===== config.mk =====
export PLATFORM = sky130hd
export DESIGN_NAME = lfsr_bank
export DESIGN_NICKNAME = d
export VERILOG_FILES = /design/src/rtl/lfsr_bank.sv
export SDC_FILE = /design/constraint.sdc
export NUM_CORES = 1
export LEC_CHECK = 0
export BUFFER_PORTS_ARGS = -buffer_cell sky130_fd_sc_hd__buf_2
export CORE_MARGIN = 3
export CORE_UTILIZATION = 50
export CTS_CLUSTER_SIZE = 8
export DETAILED_ROUTE_END_ITERATION = 12
export HOLD_SLACK_MARGIN = 0.03
export PLACE_DENSITY = 0.77
export SLEW_MARGIN = 20
export SYNTH_ARGS = -nofsm -noshare
export SYNTH_HDL_FRONTEND = slang
export SYNTH_SLANG_ARGS = --single-unit
export TNS_END_PERCENT = 50

===== constraint.sdc =====
create_clock -name clk -period 1.8 [get_ports clk]
set_input_delay 0.18 -clock clk [delete_from_list [all_inputs] [get_ports clk]]
set_output_delay 0.18 -clock clk [all_outputs]
set_load 0.005 [all_outputs]

===== src/rtl/lfsr_bank.sv =====
`default_nettype none
// ============================================================================
// Module   : lfsr_bank
// Purpose  : Bank of N_CH independent Galois LFSRs sharing one step enable.
//            Each channel keeps its active seed (reset seed or last loaded
//            seed). It flags a wrap when a step lands back on that seed, and
//            it produces a registered stochastic spike by comparing its
//            current state with a per-channel threshold.
// Revision : 1.0 - initial release
// ----------------------------------------------------------------------------
// Parameters
//   WIDTH      state width, 4..32
//   N_CH       number of channels, 1..16
//   TAPS       Galois feedback mask (maximal-length polynomial for WIDTH)
//   SEED_BASE  reset seed of channel 0; channel i resets to SEED_BASE+i
// Ports
//   clk         in   1               clock
//   rst         in   1               synchronous active-high reset
//   en          in   1               advance every channel one step
//   load_valid  in   1               seed load request
//   load_ready  out  1               load accepted when valid && ready
//   load_ch     in   max(1,clog2(N)) target channel of a load
//   load_seed   in   WIDTH           new seed (zero is replaced by 1)
//   thresh      in   N_CH*WIDTH      per-channel spike threshold
//   value       out  N_CH*WIDTH      current LFSR state per channel
//   spike       out  N_CH            registered (value < thresh) && en
//   wrap        out  N_CH            one-cycle pulse when a period completes
// ============================================================================
module lfsr_bank #(
    parameter int                 WIDTH     = 16,
    parameter int                 N_CH      = 4,
    parameter logic [WIDTH-1:0]   TAPS      = 16'hB400,
    parameter int                 SEED_BASE = 1
) (
    input  logic                                   clk,
    input  logic                                   rst,
    input  logic                                   en,
    input  logic                                   load_valid,
    output logic                                   load_ready,
    input  logic [((N_CH > 1) ? $clog2(N_CH) : 1)-1:0] load_ch,
    input  logic [WIDTH-1:0]                       load_seed,
    input  logic [N_CH*WIDTH-1:0]                  thresh,
    output logic [N_CH*WIDTH-1:0]                  value,
    output logic [N_CH-1:0]                        spike,
    output logic [N_CH-1:0]                        wrap
);

    localparam int C_LCW = (N_CH > 1) ? $clog2(N_CH) : 1;

    // ------------------------------------------------------------------
    // Elaboration-time parameter checks
    // ------------------------------------------------------------------
    if (WIDTH < 4 || WIDTH > 32) begin : g_bad_width
        $error("lfsr_bank: WIDTH must be in 4..32");
    end

    if (N_CH < 1 || N_CH > 16) begin : g_bad_nch
        $error("lfsr_bank: N_CH must be in 1..16");
    end

    // ------------------------------------------------------------------
    // Load handshake: ready drops for exactly one cycle after acceptance,
    // so back-to-back requests are taken every other cycle.
    // ------------------------------------------------------------------
    logic             r_load_ready;
    logic             w_accept;
    logic [WIDTH-1:0] w_load_seed;

    assign w_accept    = load_valid && r_load_ready;
    // An all-zero state would lock the LFSR up, so a zero seed becomes 1.
    assign w_load_seed = (load_seed == '0) ? WIDTH'(1) : load_seed;
    assign load_ready  = r_load_ready;

    always_ff @(posedge clk) begin
        if (rst) begin
            r_load_ready <= 1'b1;
        end else begin
            r_load_ready <= !w_accept;
        end
    end

    // ------------------------------------------------------------------
    // Per-channel LFSR, seed store, wrap detect and spike comparator
    // ------------------------------------------------------------------
    for (genvar i = 0; i < N_CH; i++) begin : g_ch
        // The cast truncates the reset seed modulo 2^WIDTH.
        localparam logic [WIDTH-1:0] c_seed = WIDTH'(SEED_BASE + i);

        if (c_seed == '0) begin : g_bad_seed
            $error("lfsr_bank: reset seed of a channel is zero");
        end

        logic [WIDTH-1:0] r_state;
        logic [WIDTH-1:0] r_seed;
        logic             r_spike;
        logic             r_wrap;
        logic [WIDTH-1:0] w_step;
        logic [WIDTH-1:0] w_thr;
        logic             w_load_hit;

        assign w_step     = (r_state >> 1) ^ (r_state[0] ? TAPS : '0);
        assign w_thr      = thresh[i*WIDTH +: WIDTH];
        // An out-of-range load_ch matches no channel, so the handshake
        // completes without changing any state.
        assign w_load_hit = w_accept && (load_ch == C_LCW'(i));

        always_ff @(posedge clk) begin
            if (rst) begin
                r_state <= c_seed;
                r_seed  <= c_seed;
                r_spike <= 1'b0;
                r_wrap  <= 1'b0;
            end else begin
                // The spike compares the state as it stood before this edge.
                r_spike <= en && (r_state < w_thr);
                if (w_load_hit) begin
                    // A load overrides the step and never reports a wrap.
                    r_state <= w_load_seed;
                    r_seed  <= w_load_seed;
                    r_wrap  <= 1'b0;
                end else if (en) begin
                    r_state <= w_step;
                    r_wrap  <= (w_step == r_seed);
                end else begin
                    r_wrap  <= 1'b0;
                end
            end
        end

        assign value[i*WIDTH +: WIDTH] = r_state;
        assign spike[i]                = r_spike;
        assign wrap[i]                 = r_wrap;
    end

endmodule
`default_nettype wire


Word level (Yosys, flattened, before mapping). Cells that the tools add are included.

Register bits after elaboration: 137. Output and inout bits: 73. Bits of input ports: 86. Logic and storage cells: 66.

Reductions and logical operators: 20. Mux-type cells: 13. Eq/ne operators: 7. Bitwise operators: 5. Magnitude comparators: 4.

Operators by type and width (count): 16-bit 2-to-1 mux (13); 16-bit equality test (4); 16-bit < comparator (4); 15-bit by 16-bit XOR with 16-bit output (4); 16-bit logical NOT (1); 3-bit OR reduction (4); 1-bit logical AND (9); 2-bit nonzero test (4); 2-bit equality test, second input constant (2); 2-bit by 1-bit equality test with 1-bit output, second input constant (1); 2-bit logical NOT (1); 1-bit logical NOT (1); 1-bit NOT (1).

Depth between registers and ports, before layout.
Word-level depth: 4. Mapped depth: 6. Mapped depth without buffers: 6.

Worst setup path before layout. Ideal clock, no wire load.

Path type: reg2reg. Start: register g_ch[2].r_state[15]. End: register g_ch[2].r_spike. Cell stages (with the launch flop): 6. Period minus slack after synthesis: 1747 ps. Data required time: 1684 ps. Slack: 53 ps. Data arrival time: 1631 ps. Library setup time: 116 ps. Buffers on the path: 0. Path through: dfxtp_1 ha_1 nand4_1 or4_1 o32a_1 o211a_1.

Word-level cells in the longest chain between the ends: 2.

Ends and longest elaborated chain: start: declaration (RTL line 93) `logic [WIDTH-1:0] r_state;`; start signal: assignment (RTL line 109) `r_state <= c_seed;`; start signal: assignment (RTL line 118) `r_state <= w_load_seed;`; start signal: assignment (RTL line 122) `r_state <= w_step;`; 16-bit < comparator (RTL line 115) `r_spike <= en && (r_state < w_thr);`; 1-bit logical AND (RTL line 115); end signal: assignment (RTL line 115); end: declaration (RTL line 95) `logic r_spike;`.

Every way passes these cells. A chain may end at the register's enable or synchronous reset.

Final worst setup path.
Start: register g_ch[2].r_state[10]. End: register g_ch[2].r_spike.

The elaborated chain is that of the path after synthesis.

==> out/metrics.cfg <==
[route]
vias=6811
wire_per_inst_um=16.64
postRouteAntennaNets=0
drt-pass1-iter-count=5
via_per_inst=5.367
drc=0
wirelength_um=21110
drt_iter0_drc=661

[critical_path]
max_stage_delay_ns=0.52
arrival_ns=2.11
worst-r2r-cell-count=5
r2r_start=g_ch[2].r_state[10]
crit_buf_inv=0
cp-start-kind=register
crit_start=g_ch[2].r_state[10]
r2r-end=g_ch[2].r_spike
critPathKind=reg -> reg
crit_path_end_kind=register
crit_slowest_cell=or4_1
path_delay_family=simple AND/OR/NAND/NOR gates
path_depth=5
rrSetupSlack_ns=0.004
required_ns=2.11
crit_chain=ha_4, nand4_1, or4_1, o32a_1, o211a_1
critPathMaxFanout=2
endpoint=g_ch[2].r_spike

[place]
gp_congestion=0.7968
port_buffers=158
dp_cells=1237
hpwl_um=14770
dpl-instance-area_um2=8761
dp_slack_ns=-0.01959

[final_layout]
fillers=1290
layoutNonFillerInstCount=1269
diodes=0
post-route-util_pct=64.36
drive_gt1_share_pct=29.03
area_growth_pct=24.67
layout_commonest_cell=nand2_1
design_area_um2=9460
final-seq-area_um2=2748
final_cell_mix=nand2_1 (183), buf_2 (157), a21oi_1 (135)
final_nets=1218
multi_input_area_um2=4404

[run_status]
status=completed

[power]
total_power_uw=8383
p_leak_uw=0.004708
powerDensity_nw_per_um2=886.1
ir_drop_mv=0.6970

[timing]
tightest_slew_ns=0.6825
slew_headroom_pct=54.50
setup_viol=0
slew_violations=0
hold_viol=0
min_period_over_period_pct=99.80
setup_ws_ns=0.003537
clock_skew_ns=0.006186
fmax_mhz=556.6
min_period_ns=1.796

[floorplanning]
io_pins=159
die_y_um=129.2
initial_utilization_pct=51.63
fp.dieW_um=129.2
row_count=44
die_area_um2=16690
core_um2=14700

[worst_hold_path]
holdPathStages=3
min_from=load_seed[1]
holdCritPathClass=in -> reg

[run]
drv_cap=0

[clock_network]
cts_tree=built
root_buffer=clkbuf_16
clkSinkCount=137
cts.clk_slew.worst_paths_ns=0.06
h-tree-depth=4
cts_buffers=17
cts_hold_buf=0
cts_buffer_depth=2
cts_setup_buffers=0
clock_latency_ns=0.42

[global_route]
grt_pass1_wl_um=32690
gr-total-overflow=0
antenna_found_initial=1
grt_usage_pct=25.10
grt_pass1_vias=6366
grt_max_degree=128

[yosys]
synthesis.area_um2=7589
syn-num-nets=1043
synth_edf_count=0
yosys.area.top_type=dfxtp_1
synth_top_area_share_pct=36.14
async_flop_share_pct=0
synth_cell_type_count=47
avgSynthCellArea_um2=8.460
yosysWarnings=0
syn_inst=897
yosysSeqAreaShare_pct=36.14
ys_ff_latch=137
synth_top_flop_cell=dfxtp_1
synth_area_leaders=dfxtp_1 (36%), ha_1 (9.9%), nand2_1 (9.1%), a21oi_1 (8.9%), mux2_2 (6.7%)

-- per-stage QoR --
step | TNS, ns | hold WS (ns)
detailed placement | -0.01959 | 0.4583
finish | 0 | 0.1279
global placement | 0 | 0.4531
global route | -0.03193 | 0.1422
floorplan | 0 | 0.3385
CTS | 0 | 0.1287
-- worst reg2reg max path, cell delays in order (launching register included) --
cell and delay (ns):
dfxtp_2 0.34, ha_4 0.27, nand4_1 0.14, or4_1 0.52
o32a_1 0.29, o211a_1 0.13
-- power by group --
group          switching [uW]  internal (uW)
registers                 159           3180
logic                     678            647
clock network            1270           2460
-- synth_stat cells, drive strengths merged (2+ instances only) --
master / n
a211oi: 6
a21boi: 2
a21o: 13
a21oi: 135
buf: 28
clkbuf: 25
dfxtp: 137
ha: 60
inv: 62
mux2: 45
mux2i: 8
nand2: 183
nand2b: 3
nand3: 3
nand4: 13
nand4b: 3
nor2: 15
nor2b: 2
nor3: 5
nor4: 19
o211a: 2
o211ai: 10
o21a: 3
o21ai: 9
o21bai: 5
o221a: 2
or2: 8
or3: 5
xnor2: 21
xor2: 55
-- kinds of logic (layout without fill, tap and decap cells) --
group / after synthesis / in the layout / share of synthesized area, %
simple gates: 264 / 264 / 15.70
compound gates: 192 / 192 / 14.53
flops: 137 / 137 / 36.14
buf+inv: 115 / 303 / 6.645
xor+xnor: 76 / 76 / 9.365
fa+ha+maj: 60 / 60 / 9.893
mux: 53 / 53 / 7.733
-- final cells by class --
type                            count  area share, %
Timing Repair Buffer              209          12.83
Tap cell                          184          2.434
Multi-Input combinational cell    645          46.55
Sequential cell                   137          29.04
Inverter                           62          2.460
Clock inverter                      8          1.481
Clock buffer                       24          5.198
-- flip-flops by register name (all words and copies together), names as in the netlist --
register,count
g_ch.r_spike,4
g_ch.r_state,64
g_ch.r_seed,64
load_ready,1
g_ch.r_wrap,4
-- worst min path at each step --
stage          slack [ns]                  end
6_report             0.13   g_ch[0].r_state[1]
5_1_grt              0.14    g_ch[3].r_seed[1]
4_1_cts              0.13   g_ch[0].r_state[1]
3_5_place_dp         0.46    g_ch[1].r_seed[8]
3_3_place_gp         0.45    g_ch[3].r_seed[8]
2_1_floorplan        0.34  g_ch[2].r_state[10]
-- metal layers --
metal  track usage [%]  wire (um)  up-vias
met5                 0         13        -
met4             7.288        355        2
met3             5.812       1190       18
met2             41.16       9971      221
met1             33.18       9583     3172
li1                  -          -     3398
-- repair_timing --
action,in CTS,in global routing
gates resized for setup,2,7
endpoints found under the setup margin,1,1
pin swaps,1,6
Power figures use the tool's default switching activity.
